==> src/rtl/lockin_demod.sv <==
// Lock-in demodulator with decimating averager.
//
// Each accepted sample asks an external DDS core for sin/cos at the current
// phase. The sample is then multiplied by both results. The products are summed
// over 2^ACC_LOG2 samples, and the two averages are published once per batch.
// The phase advances by freq_word once per accepted sample.
//
// Ports:
//   clk, rst_n          clock, synchronous active-low reset
//   freq_word           phase increment per accepted sample (unsigned, 18b)
//   sample/sample_valid signed input sample and its qualifier
//   dds_phase, dds_go   phase and single-cycle start pulse to the DDS core
//   dds_sin, dds_cos    DDS results, valid DDS_WAIT cycles after dds_go
//   i_out, q_out        batch averages of sample*sin / sample*cos
//   out_valid           one-cycle pulse when i_out/q_out update
//   busy                FSM is not idle
//   overrun             sticky: a sample arrived while busy and was dropped
module lockin_demod #(
    parameter int DDS_WAIT = 3,
    parameter int ACC_LOG2 = 8
) (
    input  logic               clk,
    input  logic               rst_n,
    input  logic        [17:0] freq_word,
    input  logic signed [15:0] sample,
    input  logic               sample_valid,
    output logic        [17:0] dds_phase,
    output logic               dds_go,
    input  logic signed [15:0] dds_sin,
    input  logic signed [15:0] dds_cos,
    output logic signed [31:0] i_out,
    output logic signed [31:0] q_out,
    output logic               out_valid,
    output logic               busy,
    output logic               overrun
);
    // ACC_LOG2 guard bits above the 32-bit product absorb a full batch of
    // worst-case (2^30) products without overflow.
    localparam int ACC_W = 32 + ACC_LOG2;
    localparam int CNT_W = ACC_LOG2 + 1;
    localparam int WCW   = (DDS_WAIT > 1) ? $clog2(DDS_WAIT) : 1;

    typedef enum logic [1:0] {S_IDLE, S_WAIT, S_MUL, S_ACC} state_t;

    state_t                   state_q;
    logic [WCW-1:0]           wcnt_q;
    logic signed [15:0]       sample_q;
    logic signed [31:0]       p_i_q, p_q_q;
    logic signed [ACC_W-1:0]  acc_i_q, acc_q_q;
    logic [CNT_W-1:0]         cnt_q;
    logic [17:0]              phase_q;
    logic                     dds_go_q, out_valid_q, overrun_q;
    logic signed [31:0]       i_out_q, q_out_q;

    logic signed [ACC_W-1:0]  acc_i_d, acc_q_d;
    logic [CNT_W-1:0]         cnt_d;
    logic                     batch_done;

    always_comb begin
        acc_i_d    = acc_i_q + ACC_W'(p_i_q);
        acc_q_d    = acc_q_q + ACC_W'(p_q_q);
        cnt_d      = cnt_q + 1'b1;
        batch_done = (cnt_d == CNT_W'(1 << ACC_LOG2));
    end

    always_ff @(posedge clk) begin
        if (!rst_n) begin
            state_q     <= S_IDLE;
            wcnt_q      <= '0;
            sample_q    <= '0;
            p_i_q       <= '0;
            p_q_q       <= '0;
            acc_i_q     <= '0;
            acc_q_q     <= '0;
            cnt_q       <= '0;
            phase_q     <= '0;
            dds_go_q    <= 1'b0;
            out_valid_q <= 1'b0;
            overrun_q   <= 1'b0;
            i_out_q     <= '0;
            q_out_q     <= '0;
        end else begin
            dds_go_q    <= 1'b0;
            out_valid_q <= 1'b0;
            // A sample offered while busy is lost; only the flag records it.
            if (sample_valid && state_q != S_IDLE) overrun_q <= 1'b1;
            case (state_q)
                S_IDLE: if (sample_valid) begin
                    sample_q <= sample;
                    dds_go_q <= 1'b1;
                    wcnt_q   <= '0;
                    state_q  <= S_WAIT;
                end
                S_WAIT: begin
                    if (wcnt_q == WCW'(DDS_WAIT - 1)) state_q <= S_MUL;
                    else                              wcnt_q  <= wcnt_q + 1'b1;
                end
                S_MUL: begin
                    p_i_q   <= 32'(sample_q) * 32'(dds_sin);
                    p_q_q   <= 32'(sample_q) * 32'(dds_cos);
                    state_q <= S_ACC;
                end
                S_ACC: begin
                    phase_q <= phase_q + freq_word;
                    state_q <= S_IDLE;
                    if (batch_done) begin
                        // Arithmetic shift gives floor division of the batch sum.
                        i_out_q     <= 32'(acc_i_d >>> ACC_LOG2);
                        q_out_q     <= 32'(acc_q_d >>> ACC_LOG2);
                        out_valid_q <= 1'b1;
                        acc_i_q     <= '0;
                        acc_q_q     <= '0;
                        cnt_q       <= '0;
                    end else begin
                        acc_i_q <= acc_i_d;
                        acc_q_q <= acc_q_d;
                        cnt_q   <= cnt_d;
                    end
                end
                default: state_q <= S_IDLE;
            endcase
        end
    end

    assign dds_phase = phase_q;
    assign dds_go    = dds_go_q;
    assign i_out     = i_out_q;
    assign q_out     = q_out_q;
    assign out_valid = out_valid_q;
    assign busy      = (state_q != S_IDLE);
    assign overrun   = overrun_q;
endmodule

==> config.mk <==
export PLATFORM = sky130hd
export DESIGN_NAME = lockin_demod
export DESIGN_NICKNAME = d
export VERILOG_FILES = /design/src/rtl/lockin_demod.sv
export SDC_FILE = /design/constraint.sdc
export NUM_CORES = 2
export LEC_CHECK = 0
export CORE_UTILIZATION = 50
export DETAILED_ROUTE_END_ITERATION = 10
export PLACE_DENSITY = 0.71
export SLEW_MARGIN = 20
export SYNTH_ARGS = -nofsm -noshare
export SYNTH_HDL_FRONTEND = slang
export SYNTH_SLANG_ARGS = --single-unit
==> constraint.sdc <==
create_clock -name clk -period 7.99 [get_ports clk]
set_clock_uncertainty 0.2 [all_clocks]
set_input_delay 1.598 -clock clk [delete_from_list [all_inputs] [get_ports clk]]
set_output_delay 1.598 -clock clk [all_outputs]
set_load 0.005 [all_outputs]
==> impl_metrics.env <==
export IMPL_slowest_delay_ps=600
export IMPL_cts_tree="yes"
export IMPL_hold_class="reg -> reg"
export IMPL_nets=4880
export IMPL_worstMarginPinSlew_ps=956
export IMPL_path_clk_slew_ps=60
export IMPL_io_pin_count=155
export IMPL_critPathCapture="p_i_q[28]"
export IMPL_track_usage=0.248
export IMPL_setup_viol=0
export IMPL_drive_gt1_frac=0.0670
export IMPL_crit_fanout=8
export IMPL_fin_crit_ps=7690
export IMPL_finalInstanceArea_um2=37800
export IMPL_die_w_um=260
export IMPL_synth_area_leaders="fa_1, dfxtp_1, ha_1"
export IMPL_hold_path_depth=2
export IMPL_ys_warn_count=0
export IMPL_slowest_stage="clkdlybuf4s50_1"
export IMPL_relSlewSlack=0.362
export IMPL_drv_slew=0
export IMPL_power_leakage_nw=18.1
export IMPL_finalCritPeriodShare=0.962
export IMPL_postCtsSetupBuffers=0
export IMPL_place_inst=4848
export IMPL_h_tree_depth=1
export IMPL_clock_sinks=258
export IMPL_synthArstFlopShare=0
export IMPL_startpoint_type="primary input"
export IMPL_rsz0062_at_grt="false"
export IMPL_cts_resized=0
export IMPL_start_util=0.505
export IMPL_critPathArrivalTime_ps=7950
export IMPL_synth_ff_type="dfxtp_1"
export IMPL_ys_types=81
export IMPL_cp_required_ps=8260
export IMPL_via_per_inst=5.32
export IMPL_grt_max_degree=132
export IMPL_crit_chain="clkdlybuf4s50_1, buf_4, and2_1, fa_1, fa_1, ha_1, inv_1, fa_1, inv_1, fa_1, inv_1, fa_1, inv_1, ha_1, or3_1, a211oi_2, o31ai_1, a2111oi_1, buf_4, o21ai_1, a211oi_1, buf_4, xor2_1, o21ai_1"
export IMPL_postCtsHoldBufs=0
export IMPL_root_buffer="clkbuf_16"
export IMPL_finalHoldViolCount=0
export IMPL_overflow=0
export IMPL_cap_violations=0
export IMPL_ys_ff_latch=258
export IMPL_syn_area_um2=33300
export IMPL_fmax_mhz=130
export IMPL_drt_pass1_iter_count=5
export IMPL_place_gp_congestion=0.894
export IMPL_synth_cells=3818
export IMPL_r2r_cells=25
export IMPL_drc=0
export IMPL_critPathLaunch="dds_sin[1]"
export IMPL_drt_iter0_drc=1628
export IMPL_crit_top_cell="fa_1"
export IMPL_grt_pass1_wl_um=136000
export IMPL_synth_edff_count=0
export IMPL_critPathCaptureType="flop"
export IMPL_syn_nets=4681
export IMPL_cellPowerDensity_nw_per_um2=381
export IMPL_syn2layout_area_growth_pct=13.4
export IMPL_finalPower_w=0.0144
export IMPL_crit_type="in -> reg"
export IMPL_status="completed"
export IMPL_worst_r2r_startpoint="sample_q[6]"
export IMPL_irDropWorstVdd_uv=502
export IMPL_regToRegSetupSlack_ps=1100
export IMPL_finalWirelength_um=80500
export IMPL_die_area_um2=67600
export IMPL_synth_seq_area_share=0.155
export IMPL_setup_tns_ps=0
export IMPL_stdcell_count=4906
export IMPL_antenna_found_initial=0
export IMPL_coreArea_um2=65900
export IMPL_finalCoreUtilization=0.573
export IMPL_n_antenna_cell=0
export IMPL_port_buffers=154
export IMPL_clk_latency_ps=590
export IMPL_r2r_end="p_q_q[30]"
export IMPL_core_rowCount=94
export IMPL_netlist_area_leader_share=0.317
export IMPL_final_common_cell="inv_1"
export IMPL_dpl_cell_area_um2=36700
export IMPL_grt_pass1_vias=26900
export IMPL_synth_top_area_cell="fa_1"
export IMPL_clockBufferDepth=3
export IMPL_wl_per_cell_um=16.4
export IMPL_drtAntennaViolNets=0
export IMPL_syn_area_per_cell_um2=8.72
export IMPL_layout_common_cells="inv_1, fa_1, nand2_1"
export IMPL_hpwl_um=64700
export IMPL_die_h_um=260
export IMPL_vias=26100
export IMPL_numCtsBuffers=31
-- power by group --
part | switching (W) | internal [W]
clock network | 0.000587 | 0.000877
registers | 0.000201 | 0.00143
logic | 0.00618 | 0.00511
-- flip-flops by register name (all words and copies together) (netlist names) --
| register | count |
|---|---|
| q_out | 32 |
| sample_q | 16 |
| wcnt_q | 2 |
| state_q | 2 |
| p_i_q | 32 |
| i_out | 32 |
| overrun | 1 |
| acc_q_q | 40 |
| acc_i_q | 40 |
| dds_go | 1 |
| dds_phase | 18 |
| p_q_q | 32 |
| cnt_q | 9 |
| out_valid | 1 |
-- Yosys cell counts, types with 25 or more instances --
master    count
and2_1      256
fa_1        527
a211oi_1     25
a21oi_1     229
ha_1        267
nand3_1      59
o21ai_0      71
dfxtp_1     258
xnor2_1     100
nor3_1       25
mux2i_1      46
xor2_1       48
clkbuf_1    159
nor2_1      237
inv_1       608
o21ai_1      36
nand2_1     466
nand2b_1     27
a21o_1       65
-- layout make-up --
| cell class | count | area (um2) |
|---|---|---|
| clock buffer | 42 | 887 |
| clock inverter | 16 | 181 |
| fill | 5952 | 28100 |
| inverter | 609 | 2290 |
| multi-input combinational | 2785 | 25200 |
| sequential | 258 | 5170 |
| tap | 864 | 1080 |
| timing repair buffer | 332 | 2920 |
-- metrics by stage --
step	setup WS, ps	hold slack [ps]
after floorplan	489	229
after global placement	-154	239
after detailed placement	-227	247
after CTS	349	256
after global routing	39.7	269
final	302	255
-- kinds of logic (layout without fill, tap and decap cells) --
group | after synthesis | count (layout) | synth area share
AOI/OAI and AO/OA | 617 | 617 | 0.120
DFF | 258 | 258 | 0.155
buffers and inverters | 775 | 999 | 0.0875
adders and majority gates | 794 | 794 | 0.417
muxes | 48 | 48 | 0.0145
and+or+nand+nor | 1178 | 1178 | 0.167
xor gates and xnor gates | 148 | 148 | 0.0389
-- worst min path at each step --
stage,endpoint,startpoint
finish,i_out[16],i_out[16]
global route,acc_q_q[36],acc_q_q[36]
CTS,acc_q_q[34],acc_q_q[34]
detailed placement,acc_q_q[30],acc_q_q[30]
global placement,acc_i_q[36],acc_i_q[36]
floorplan,acc_i_q[25],acc_i_q[25]
-- layer usage --
layer	routed length, um	share of wire	global-route usage	up-vias
met5	0	0	0	-
met1	38600	0.48	0.369	12800
met2	36200	0.45	0.393	661
met4	1130	0.014	0.0400	0
li1	-	-	-	12600
met3	4580	0.057	0.0268	85
-- critical path, delay by kind of cell --
kind            cells  cell delay, ps
buf+inv             8            1440
fa+ha+maj           7            2920
xor+xnor            1             140
simple gates        2             570
compound gates      6            1280
No activity file was read; power rests on OpenSTA's default activity.
